### config.mk
export PLATFORM = sky130hd
export DESIGN_NAME = main_ctrl_fsm_flat
export DESIGN_NICKNAME = d
export VERILOG_FILES = /design/src/rtl/main_ctrl_fsm_pkg.sv /design/src/rtl/main_ctrl_fsm_if.sv /design/src/rtl/main_ctrl_fsm_out_dec.sv /design/src/rtl/main_ctrl_fsm.sv /design/src/flat_wrapper.sv
export SDC_FILE = /design/constraint.sdc
export NUM_CORES = 1
export LEC_CHECK = 0
export ABC_AREA = 1
export CORE_UTILIZATION = 48
export CTS_CLUSTER_SIZE = 14
export DETAILED_ROUTE_END_ITERATION = 7
export PLACE_DENSITY = 0.8
export SYNTH_ARGS = -nofsm -noshare
export SYNTH_HDL_FRONTEND = slang
export SYNTH_HIERARCHICAL = 1
export SYNTH_SLANG_ARGS = --single-unit
### constraint.sdc
create_clock -name iclk -period 2.2 [get_ports iclk]
set_clock_uncertainty 0.1 [all_clocks]
set_input_delay 0.44 -clock iclk [delete_from_list [all_inputs] [get_ports iclk]]
set_output_delay 0.44 -clock iclk [all_outputs]
set_load 0.02 [all_outputs]
### src/rtl/main_ctrl_fsm_pkg.sv
// Shared definitions for the multicycle MIPS main control unit.
// Holds the opcode constants, the ALUOp encodings (also consumed by the ALU
// control unit), the ALUSrcB / PCSource select encodings, the state
// enumeration and the packed control word driven by the output decoder.
package mips_ctrl_pkg;

  localparam int OPCODE_W = 6;
  localparam int STATE_W  = 4;

  // Opcodes (instr[31:26])
  localparam logic [OPCODE_W-1:0] OP_RTYPE = 6'b000000;
  localparam logic [OPCODE_W-1:0] OP_LW    = 6'b100011;
  localparam logic [OPCODE_W-1:0] OP_SW    = 6'b101011;
  localparam logic [OPCODE_W-1:0] OP_BEQ   = 6'b000100;
  localparam logic [OPCODE_W-1:0] OP_ADDI  = 6'b001000;
  localparam logic [OPCODE_W-1:0] OP_J     = 6'b000010;

  // ALUOp encodings; 2'b11 is reserved and never driven
  localparam logic [1:0] ALUOP_ADD   = 2'b00;
  localparam logic [1:0] ALUOP_SUB   = 2'b01;
  localparam logic [1:0] ALUOP_FUNCT = 2'b10;

  // ALU B input select
  localparam logic [1:0] SRCB_RT     = 2'b00;
  localparam logic [1:0] SRCB_FOUR   = 2'b01;
  localparam logic [1:0] SRCB_IMM    = 2'b10;
  localparam logic [1:0] SRCB_IMMSH2 = 2'b11;

  // PC source select
  localparam logic [1:0] PCSRC_ALU    = 2'b00;
  localparam logic [1:0] PCSRC_ALUOUT = 2'b01;
  localparam logic [1:0] PCSRC_JUMP   = 2'b10;

  typedef enum logic [STATE_W-1:0] {
    IDLE   = 4'd0,
    FETCH  = 4'd1,
    DECODE = 4'd2,
    MEMADR = 4'd3,
    MEMRD  = 4'd4,
    MEMWB  = 4'd5,
    MEMWR  = 4'd6,
    EXEC   = 4'd7,
    ALUWB  = 4'd8,
    BRANCH = 4'd9,
    ADDIEX = 4'd10,
    ADDIWB = 4'd11,
    JUMP   = 4'd12
  } state_t;

  typedef struct packed {
    logic       pcWrite;
    logic       pcWriteCond;
    logic       iOrD;
    logic       memRead;
    logic       memWrite;
    logic       irWrite;
    logic       memToReg;
    logic       regDst;
    logic       regWrite;
    logic       aluSrcA;
    logic [1:0] aluSrcB;
    logic [1:0] aluOp;
    logic [1:0] pcSource;
  } ctrl_word_t;

  // True for every opcode the FSM knows how to execute.
  function automatic logic opcodeSupported(input logic [OPCODE_W-1:0] op);
    return (op == OP_RTYPE) || (op == OP_LW) || (op == OP_SW) ||
           (op == OP_BEQ) || (op == OP_ADDI) || (op == OP_J);
  endfunction

endpackage

### src/rtl/main_ctrl_fsm_if.sv
// Control bus between the main control FSM and the datapath/memory.
// Carries the opcode from the instruction register, the memory ready
// handshake, every datapath enable/select and the debug state.
//
// Memory handshake: a request (memRead or memWrite with iOrD selecting the
// address) is held unchanged from its first cycle until the cycle in which
// imem_ready is 1; that cycle completes the access and the FSM moves on on
// the following clock edge. imem_ready has no effect in any other cycle.
//
// master: the control FSM.  slave: the datapath/memory side.
interface main_ctrl_fsm_if #(
  parameter int OPW = 6,
  parameter int STW = 4
);
  logic [OPW-1:0] iopcode;
  logic           imem_ready;
  logic           oPCWrite;
  logic           oPCWriteCond;
  logic           oIorD;
  logic           oMemRead;
  logic           oMemWrite;
  logic           oIRWrite;
  logic           oMemtoReg;
  logic           oRegDst;
  logic           oRegWrite;
  logic           oALUSrcA;
  logic [1:0]     oALUSrcB;
  logic [1:0]     oALUOp;
  logic [1:0]     oPCSource;
  logic           oillegal;
  logic [STW-1:0] ostate;

  modport master (
    input  iopcode, imem_ready,
    output oPCWrite, oPCWriteCond, oIorD, oMemRead, oMemWrite, oIRWrite,
           oMemtoReg, oRegDst, oRegWrite, oALUSrcA, oALUSrcB, oALUOp,
           oPCSource, oillegal, ostate
  );

  modport slave (
    output iopcode, imem_ready,
    input  oPCWrite, oPCWriteCond, oIorD, oMemRead, oMemWrite, oIRWrite,
           oMemtoReg, oRegDst, oRegWrite, oALUSrcA, oALUSrcB, oALUOp,
           oPCSource, oillegal, ostate
  );
endinterface

### src/rtl/main_ctrl_fsm_out_dec.sv
// Combinational output decoder for the main control FSM.
// Ports:
//   state    in   current FSM state
//   memReady in   memory completes the current access this cycle
//   ctrl     out  control word for the datapath
// All outputs are pure state decodes except PCWrite/IRWrite in FETCH, which
// are qualified by memReady so that a fetch with wait states still produces
// exactly one PC increment and one IR load.
module main_ctrl_out_dec
  import mips_ctrl_pkg::*;
(
  input  state_t     state,
  input  logic       memReady,
  output ctrl_word_t ctrl
);

  always_comb begin
    ctrl = '0;
    case (state)
      FETCH: begin
        ctrl.memRead  = 1'b1;
        ctrl.iOrD     = 1'b0;
        ctrl.aluSrcA  = 1'b0;
        ctrl.aluSrcB  = SRCB_FOUR;
        ctrl.aluOp    = ALUOP_ADD;
        ctrl.pcSource = PCSRC_ALU;
        ctrl.irWrite  = memReady;
        ctrl.pcWrite  = memReady;
      end
      DECODE: begin
        // Precompute the branch target into ALUOut
        ctrl.aluSrcA = 1'b0;
        ctrl.aluSrcB = SRCB_IMMSH2;
        ctrl.aluOp   = ALUOP_ADD;
      end
      MEMADR, ADDIEX: begin
        ctrl.aluSrcA = 1'b1;
        ctrl.aluSrcB = SRCB_IMM;
        ctrl.aluOp   = ALUOP_ADD;
      end
      MEMRD: begin
        ctrl.memRead = 1'b1;
        ctrl.iOrD    = 1'b1;
      end
      MEMWB: begin
        ctrl.regDst   = 1'b0;
        ctrl.memToReg = 1'b1;
        ctrl.regWrite = 1'b1;
      end
      MEMWR: begin
        ctrl.memWrite = 1'b1;
        ctrl.iOrD     = 1'b1;
      end
      EXEC: begin
        ctrl.aluSrcA = 1'b1;
        ctrl.aluSrcB = SRCB_RT;
        ctrl.aluOp   = ALUOP_FUNCT;
      end
      ALUWB: begin
        ctrl.regDst   = 1'b1;
        ctrl.memToReg = 1'b0;
        ctrl.regWrite = 1'b1;
      end
      BRANCH: begin
        ctrl.aluSrcA     = 1'b1;
        ctrl.aluSrcB     = SRCB_RT;
        ctrl.aluOp       = ALUOP_SUB;
        ctrl.pcWriteCond = 1'b1;
        ctrl.pcSource    = PCSRC_ALUOUT;
      end
      ADDIWB: begin
        ctrl.regDst   = 1'b0;
        ctrl.memToReg = 1'b0;
        ctrl.regWrite = 1'b1;
      end
      JUMP: begin
        ctrl.pcWrite  = 1'b1;
        ctrl.pcSource = PCSRC_JUMP;
      end
      default: ctrl = '0;  // IDLE and invalid encodings drive nothing
    endcase
  end

endmodule

### src/rtl/main_ctrl_fsm.sv
// Multicycle MIPS main control state machine.
// Ports:
//   iclk  in  system clock, rising edge
//   irst  in  synchronous active-high reset
//   bus   master side of main_ctrl_fsm_if: iopcode and imem_ready in; all
//         datapath enables/selects, oillegal and debug ostate out
// Holds the state register, the opcode captured in DECODE and the
// next-state logic; the control word comes from main_ctrl_out_dec.
module main_ctrl_fsm
  import mips_ctrl_pkg::*;
#(
  parameter int OPW = 6,
  parameter int STW = 4
) (
  input logic             iclk,
  input logic             irst,
  main_ctrl_fsm_if.master bus
);

  state_t         state;
  state_t         nextState;
  logic [OPW-1:0] opReg;
  ctrl_word_t     ctrl;

  // State register; reset abandons any pending access because IDLE drives
  // no write enables.
  always_ff @(posedge iclk) begin
    if (irst) state <= IDLE;
    else      state <= nextState;
  end

  // The opcode is sampled only in DECODE so later states do not depend on
  // the instruction register staying stable.
  always_ff @(posedge iclk) begin
    if (irst)                 opReg <= '0;
    else if (state == DECODE) opReg <= bus.iopcode;
  end

  always_comb begin
    nextState = IDLE;
    case (state)
      IDLE:   nextState = FETCH;
      FETCH:  nextState = bus.imem_ready ? DECODE : FETCH;
      DECODE: begin
        case (bus.iopcode)
          OP_LW, OP_SW: nextState = MEMADR;
          OP_RTYPE:     nextState = EXEC;
          OP_BEQ:       nextState = BRANCH;
          OP_ADDI:      nextState = ADDIEX;
          OP_J:         nextState = JUMP;
          default:      nextState = FETCH;
        endcase
      end
      MEMADR: nextState = (opReg == OP_SW) ? MEMWR : MEMRD;
      MEMRD:  nextState = bus.imem_ready ? MEMWB : MEMRD;
      MEMWB:  nextState = FETCH;
      MEMWR:  nextState = bus.imem_ready ? FETCH : MEMWR;
      EXEC:   nextState = ALUWB;
      ALUWB:  nextState = FETCH;
      BRANCH: nextState = FETCH;
      ADDIEX: nextState = ADDIWB;
      ADDIWB: nextState = FETCH;
      JUMP:   nextState = FETCH;
      default: nextState = IDLE;  // recover from invalid encodings
    endcase
  end

  main_ctrl_out_dec uOutDec (
    .state    (state),
    .memReady (bus.imem_ready),
    .ctrl     (ctrl)
  );

  assign bus.oPCWrite     = ctrl.pcWrite;
  assign bus.oPCWriteCond = ctrl.pcWriteCond;
  assign bus.oIorD        = ctrl.iOrD;
  assign bus.oMemRead     = ctrl.memRead;
  assign bus.oMemWrite    = ctrl.memWrite;
  assign bus.oIRWrite     = ctrl.irWrite;
  assign bus.oMemtoReg    = ctrl.memToReg;
  assign bus.oRegDst      = ctrl.regDst;
  assign bus.oRegWrite    = ctrl.regWrite;
  assign bus.oALUSrcA     = ctrl.aluSrcA;
  assign bus.oALUSrcB     = ctrl.aluSrcB;
  assign bus.oALUOp       = ctrl.aluOp;
  assign bus.oPCSource    = ctrl.pcSource;

  // Illegal opcode flag lasts only for the DECODE cycle that saw it.
  assign bus.oillegal = (state == DECODE) && !opcodeSupported(bus.iopcode);
  assign bus.ostate   = STW'(state);

endmodule

### src/flat_wrapper.sv
// flat-port wrapper written by rule: the top's interface ports become plain ports
module main_ctrl_fsm_flat import mips_ctrl_pkg::*;
#(
  parameter int OPW = 6,
  parameter int STW = 4
)
  (iclk, irst, bus_iopcode, bus_imem_ready, bus_oPCWrite, bus_oPCWriteCond, bus_oIorD, bus_oMemRead, bus_oMemWrite, bus_oIRWrite, bus_oMemtoReg, bus_oRegDst, bus_oRegWrite, bus_oALUSrcA, bus_oALUSrcB, bus_oALUOp, bus_oPCSource, bus_oillegal, bus_ostate);
  main_ctrl_fsm_if #(.OPW(OPW), .STW(STW)) bus_i ();
  input logic iclk;
  input logic irst;
  input wire logic [$bits(bus_i.iopcode)-1:0] bus_iopcode;
  input wire logic [$bits(bus_i.imem_ready)-1:0] bus_imem_ready;
  output wire logic [$bits(bus_i.oPCWrite)-1:0] bus_oPCWrite;
  output wire logic [$bits(bus_i.oPCWriteCond)-1:0] bus_oPCWriteCond;
  output wire logic [$bits(bus_i.oIorD)-1:0] bus_oIorD;
  output wire logic [$bits(bus_i.oMemRead)-1:0] bus_oMemRead;
  output wire logic [$bits(bus_i.oMemWrite)-1:0] bus_oMemWrite;
  output wire logic [$bits(bus_i.oIRWrite)-1:0] bus_oIRWrite;
  output wire logic [$bits(bus_i.oMemtoReg)-1:0] bus_oMemtoReg;
  output wire logic [$bits(bus_i.oRegDst)-1:0] bus_oRegDst;
  output wire logic [$bits(bus_i.oRegWrite)-1:0] bus_oRegWrite;
  output wire logic [$bits(bus_i.oALUSrcA)-1:0] bus_oALUSrcA;
  output wire logic [$bits(bus_i.oALUSrcB)-1:0] bus_oALUSrcB;
  output wire logic [$bits(bus_i.oALUOp)-1:0] bus_oALUOp;
  output wire logic [$bits(bus_i.oPCSource)-1:0] bus_oPCSource;
  output wire logic [$bits(bus_i.oillegal)-1:0] bus_oillegal;
  output wire logic [$bits(bus_i.ostate)-1:0] bus_ostate;
  assign bus_i.iopcode = bus_iopcode;
  assign bus_i.imem_ready = bus_imem_ready;
  assign bus_oPCWrite = bus_i.oPCWrite;
  assign bus_oPCWriteCond = bus_i.oPCWriteCond;
  assign bus_oIorD = bus_i.oIorD;
  assign bus_oMemRead = bus_i.oMemRead;
  assign bus_oMemWrite = bus_i.oMemWrite;
  assign bus_oIRWrite = bus_i.oIRWrite;
  assign bus_oMemtoReg = bus_i.oMemtoReg;
  assign bus_oRegDst = bus_i.oRegDst;
  assign bus_oRegWrite = bus_i.oRegWrite;
  assign bus_oALUSrcA = bus_i.oALUSrcA;
  assign bus_oALUSrcB = bus_i.oALUSrcB;
  assign bus_oALUOp = bus_i.oALUOp;
  assign bus_oPCSource = bus_i.oPCSource;
  assign bus_oillegal = bus_i.oillegal;
  assign bus_ostate = bus_i.ostate;
  main_ctrl_fsm #(.OPW(OPW), .STW(STW)) u_core (.iclk(iclk), .irst(irst), .bus(bus_i));
endmodule
# Word level (Yosys, flattened, before mapping)
# Index checks and enable logic that the tools add are counted.
# Widths: inputs -> output; s select.
[op_classes]
addsub = 0
mul = 0
div_mod_pow = 0
magnitude_cmp = 0
eq_ne = 18
n_shift = 0
n_mux = 15
bitwise = 0
n_reduce_logical = 14
[op_table]
columns = ["cell", "count"]
rows = [
  ["$pmux 4 s8", 1],
  ["$pmux 5 s5", 1],
  ["$eq 4x4->1 const B", 5],
  ["$pmux 4 s5", 1],
  ["$eq 6x6->1 const B", 3],
  ["$eq 4x3->1 const B", 4],
  ["$pmux 3 s3", 1],
  ["$eq 4x2->1 const B", 2],
  ["$reduce_or 2->1", 4],
  ["$eq 6x2->1 const B", 1],
  ["$eq 6x3->1 const B", 1],
  ["$eq 6x4->1 const B", 1],
  ["$logic_not 6->1", 1],
  ["$mux 1", 6],
  ["$reduce_or 6->1", 1],
  ["$logic_or 1x1->1", 5],
  ["$eq 4x1->1 const B", 1],
  ["$logic_not 4->1", 1],
  ["$mux 2", 2],
  ["$pmux 2 s2", 1],
  ["$mux 3", 1],
  ["$pmux 1 s2", 1],
  ["$logic_and 1x1->1", 1],
  ["$logic_not 1->1", 1],
]
[word_totals]
regBits = 10
latchBits = 0
mem_bits_rw = 0
mem_bits_ro = 0
inputBits = 9
out_inout_bits = 21
wordCells = 49
n_memories = 0

# Longest topological paths before layout
[logic_depth]
ltp_word = 8
ltp_mapped = 8
depth_no_buf = 8

# Hierarchy
# The synthesis kept the hierarchy.
[by_module_without_submodules]
columns = ["mod", "instances", "cells_per_inst", "area_each_um2", "seq_area_each_um2"]
rows = [
  ["main_ctrl_fsm", 1, 97, 678.2, 200.2],
  ["main_ctrl_out_dec", 1, 38, 181.4, 0.0],
]

# Least setup slack after synthesis
# No wires, ideal clock.
[synth_timing]
path_type = "register to output"
from = "reg u_core.state[1], in the netlist u_core/bus.ostate[1]"
to = "out bus_oillegal"
arrival_ps = 1498
t_required_ps = 1660
setup_slack_ps = 162
stages_incl_launch_ff = 5
path_buffers = 0
path_cell_list = "dfxtp_1 > nand2_4 > nor2_8 > nand3_2 > a211oi_1"
[synth_via]
elab_chain_cells = 2
[synth_rtl]
columns = ["element", "line", "text"]
rows = [
  ["from (decl)", "main_ctrl_fsm.sv:20", "state_t state;"],
  ["from (signal assigned)", "main_ctrl_fsm.sv:29", "else state <= nextState;"],
  ["$eq 4x2->1", "main_ctrl_fsm.sv:89", "assign bus.oillegal = (state == DECODE) && !opcodeSupported(bus.iopcode);"],
  ["$logic_and 1x1->1", "main_ctrl_fsm.sv:89", ""],
  ["to (decl)", "flat_wrapper.sv:26", "output wire logic [$bits(bus_i.oillegal)-1:0] bus_oillegal;"],
]
# No other way between the ends.

# Worst setup path in the final report
[layout_timing]
from = "in bus_iopcode[2]"
to = "out bus_oillegal"
[layout_via]
elab_chain_cells = 8
word_cells_on_any_way = 13
classes_between = "eq/ne (5); reduce/logical (8)"
[layout_rtl]
columns = ["element", "line", "text"]
rows = [
  ["from (decl)", "flat_wrapper.sv:11", "input wire logic [$bits(bus_i.iopcode)-1:0] bus_iopcode;"],
  ["$eq 6x6->1 / $logic_not 6->1 (equally long branches)", "main_ctrl_fsm_pkg.sv:68", "return (op == OP_RTYPE) || (op == OP_LW) || (op == OP_SW) ||"],
  ["$logic_or 1x1->1 (3 in a row)", "main_ctrl_fsm_pkg.sv:68", ""],
  ["$logic_or 1x1->1", "main_ctrl_fsm_pkg.sv:69", "(op == OP_BEQ) || (op == OP_ADDI) || (op == OP_J);"],
  ["$logic_or 1x1->1 *", "main_ctrl_fsm_pkg.sv:69", ""],
  ["$logic_not 1->1 *", "main_ctrl_fsm.sv:89", ""],
  ["$logic_and 1x1->1 *", "main_ctrl_fsm.sv:89", ""],
]
# Mark *: on every way between the ends. The rest lies on a longest branch, timed or not.

==> qor.txt <==
Setup repair bufs after CTS = 0
Gpl congestion = 0.981
Root Driver = clkbuf_4
Logic pwr share = 0.345
H-Tree Depth = 1
Max stage delay cell, worst path = clkdlybuf4s50_1
Core area = 1590 µm²
Top-count cell post-synth = nor2_1
Post-synth top flop = dfxtp_1
Yosys reg bits = 10
CTS Hold Bufs = 0
Total negative setup slack = 0 ns
Synth area leader = dfxtp_1
Post-synth ARST share = 0
Sw power = 0.000179 W
Leakage power = 0.766 nW
Vias in the first global route = 1017
Largest cells by area after synthesis = dfxtp_1, nor2_1, nand3_1, nand2_1, inv_1
# diodes = 0
Top Ports = 30
Unique masters post-synth = 26
Post-DP HPWL = 1.90 mm
Clk pwr share = 0.292
Hold Crit Class = flop to flop
DRT Pass-1 Iters = 4
Total internal power = 0.000377 W
PortBufs = 29
Antenna Violating Nets Remaining = 0
Initial Utilization = 0.539
Syn Nets = 144
R2R setup slack = 0.78 ns
Reg-to-Reg Start = u_core/bus.ostate[0]
Routed wire per std cell = 11.3 µm
Max-slew headroom = 0.832
Drt initial violations = 47
Clock buffer depth = 2
Arrival time worst endpoint = 1.60 ns
# Max-Cap Violations = 0
Via Count = 1060
WS Path Type = primary input to output port
Register area share after synthesis = 0.233
Layout fillers = 101
Final Slew Violations = 0
Die X = 44.3 µm
Largest net degree at the start of global routing = 15
Delay-heaviest family, CP = buffers and inverters
RSZ-0062 raised after global routing = true
Worst-path clk slew = 0.07 ns
Seq pwr share = 0.363
CP Cell Sequence = clkdlybuf4s50_1 -> nor2_1 -> nand3_1 -> nand3_2 -> a211oi_2 -> buf_4
CP startpoint kind = primary input
CP max stage delay = 0.53 ns
EDFF count, synth = 0
Run status = completed
WL final = 2.36 mm
Vias per cell = 5.07
Initial antenna violation count = 0
Power Density = 416 nW/µm²
Area delta synth->final = 55.6%
Die area = 1960 µm²
Clock sinks = 10
Hold endpoint = u_core/opReg[5]
Gr usage total = 0.263
Synth cell count leaders = nor2_1, nand2_1, nand3_1, inv_1, dfxtp_1
Final period utilization = 0.973
Post-synthesis cell count = 135
Reg2Reg Depth = 8
Num CTS Buffers = 3
GR Overflow Total = 0
Max frequency = 0.467 GHz
Worst Path Buf+Inv = 2
CTS tree = done
CP endpoint kind = output port
Yosys top cell area share = 0.233
Layout cells sized above 1 = 0.308
Net Sw Frac = 0.321
# DRC = 0
Reg2reg end = u_core/bus.ostate[1]
Worst Hold Launch = u_core/opReg[5]
Yosys Warn Count = 6
WP data required = 1.66 ns
WHS Path Cells = 2
Num rows = 14
Clock Latency Late Sink = 0.26 ns
Total power = 0.000556 W
Net count, final = 195
Max VDD drop = 0.404 mV
Number of setup violations in the final report = 0
Worst Tran Pin Value = 0.251 ns
Final hold violation count = 0
Post-Syn Area = 860 µm²
Syn_area_per_cell = 6.37 µm²
Die H = 44.3 µm
First-pass GRT wire length = 3.80 mm
Period minus WS final = 2.14 ns
Critical-path maximum fanout = 4
metrics by stage:
| stage | hold WS [ns] | cell area, µm² | setup slack (ns) | instances | util |
|---|---|---|---|---|---|
| 2_1_floorplan | 0.330 | 860 | 0.162 | 135 | - |
| 3_3_place_gp | 0.349 | 1290 | -0.405 | 205 | 0.812 |
| 3_5_place_dp | 0.362 | 1290 | -0.468 | 205 | 0.812 |
| 4_1_cts | 0.374 | 1320 | 0.00288 | 209 | 0.825 |
| 5_1_grt | 0.400 | 1340 | -0.0260 | 209 | 0.839 |
| 6_report | 0.371 | 1340 | 0.0589 | 209 | 0.839 |
repair_timing:
item                       CTS  global route
setup endpoints to repair   13             7
gates resized for setup     18             8
hold endpoints to repair     0             0
power groups by stage:
stage               combinational, W  clock (W)  sequential [W]
floorplan                   0.000102          0        0.000210
global placement            0.000193          0        0.000205
detailed placement          0.000199          0        0.000205
CTS                         0.000191   0.000169        0.000202
global route                0.000209   0.000181        0.000203
finish                      0.000192   0.000162        0.000202
logic make-up after synthesis:
group | synth area share
buffers and inverters | 0.151
AND/OR/NAND/NOR | 0.451
AO/OA/AOI/OAI | 0.164
flip-flops | 0.233
tightest hold or removal path, delay by kind of cell (launching register included):
family / cells / cell delay [ns]
compound gates: 1 / 0.06
flops: 1 / 0.30
buf+inv: 1 / 0.06
state kept, by name (all words and copies together), names as in the netlist:
register / flops
u_core/bus.ostate: 4
u_core/opReg: 6
placed cells by master, fill, tap and decap left out, types with 2 or more instances in the layout:
master,netlist,layout
o21ai_2,4,4
o21ai_1,4,4
buf_4,2,21
dlymetal6s2s_1,0,6
nor2_1,31,31
clkbuf_4,0,3
inv_2,9,9
nand2_4,3,3
dfxtp_2,0,2
nor2_2,2,2
a21oi_1,2,2
a21oi_2,5,5
dfxtp_1,10,8
inv_1,14,14
nand4_1,2,2
clkdlybuf4s50_1,0,11
dlygate4sd2_1,0,11
nand3_1,15,15
nand2_1,18,18
a31oi_1,2,2
worst max-delay path by stage:
stage / start / to / slack (ns) / cells past startpoint
floorplan: u_core/bus.ostate[1] / bus_oillegal / 0.16 / 4
global placement: bus_iopcode[0] / bus_oillegal / -0.40 / 6
detailed placement: bus_iopcode[0] / bus_oillegal / -0.47 / 6
CTS: bus_iopcode[2] / bus_oillegal / 0.003 / 6
global route: bus_iopcode[2] / bus_oillegal / -0.03 / 6
finish: bus_iopcode[2] / bus_oillegal / 0.06 / 6
per-layer routing:
layer,vias to the layer above,track usage,part of all wire
met1,477,0.251,0.37
met3,8,0.0327,0.042
met4,0,0.164,0.026
met5,-,0,0
met2,37,0.518,0.56
li1,538,-,-
layout make-up:
type | count | area (µm²) | area share
timing repair buffer | 49 | 439 | 0.328
multi-input combinational | 98 | 534 | 0.399
inverter | 24 | 95.1 | 0.0711
tap | 24 | 30.0 | 0.0225
clock buffer | 4 | 36.3 | 0.0271
sequential | 10 | 203 | 0.152
No activity file was read; power rests on OpenSTA's default activity.
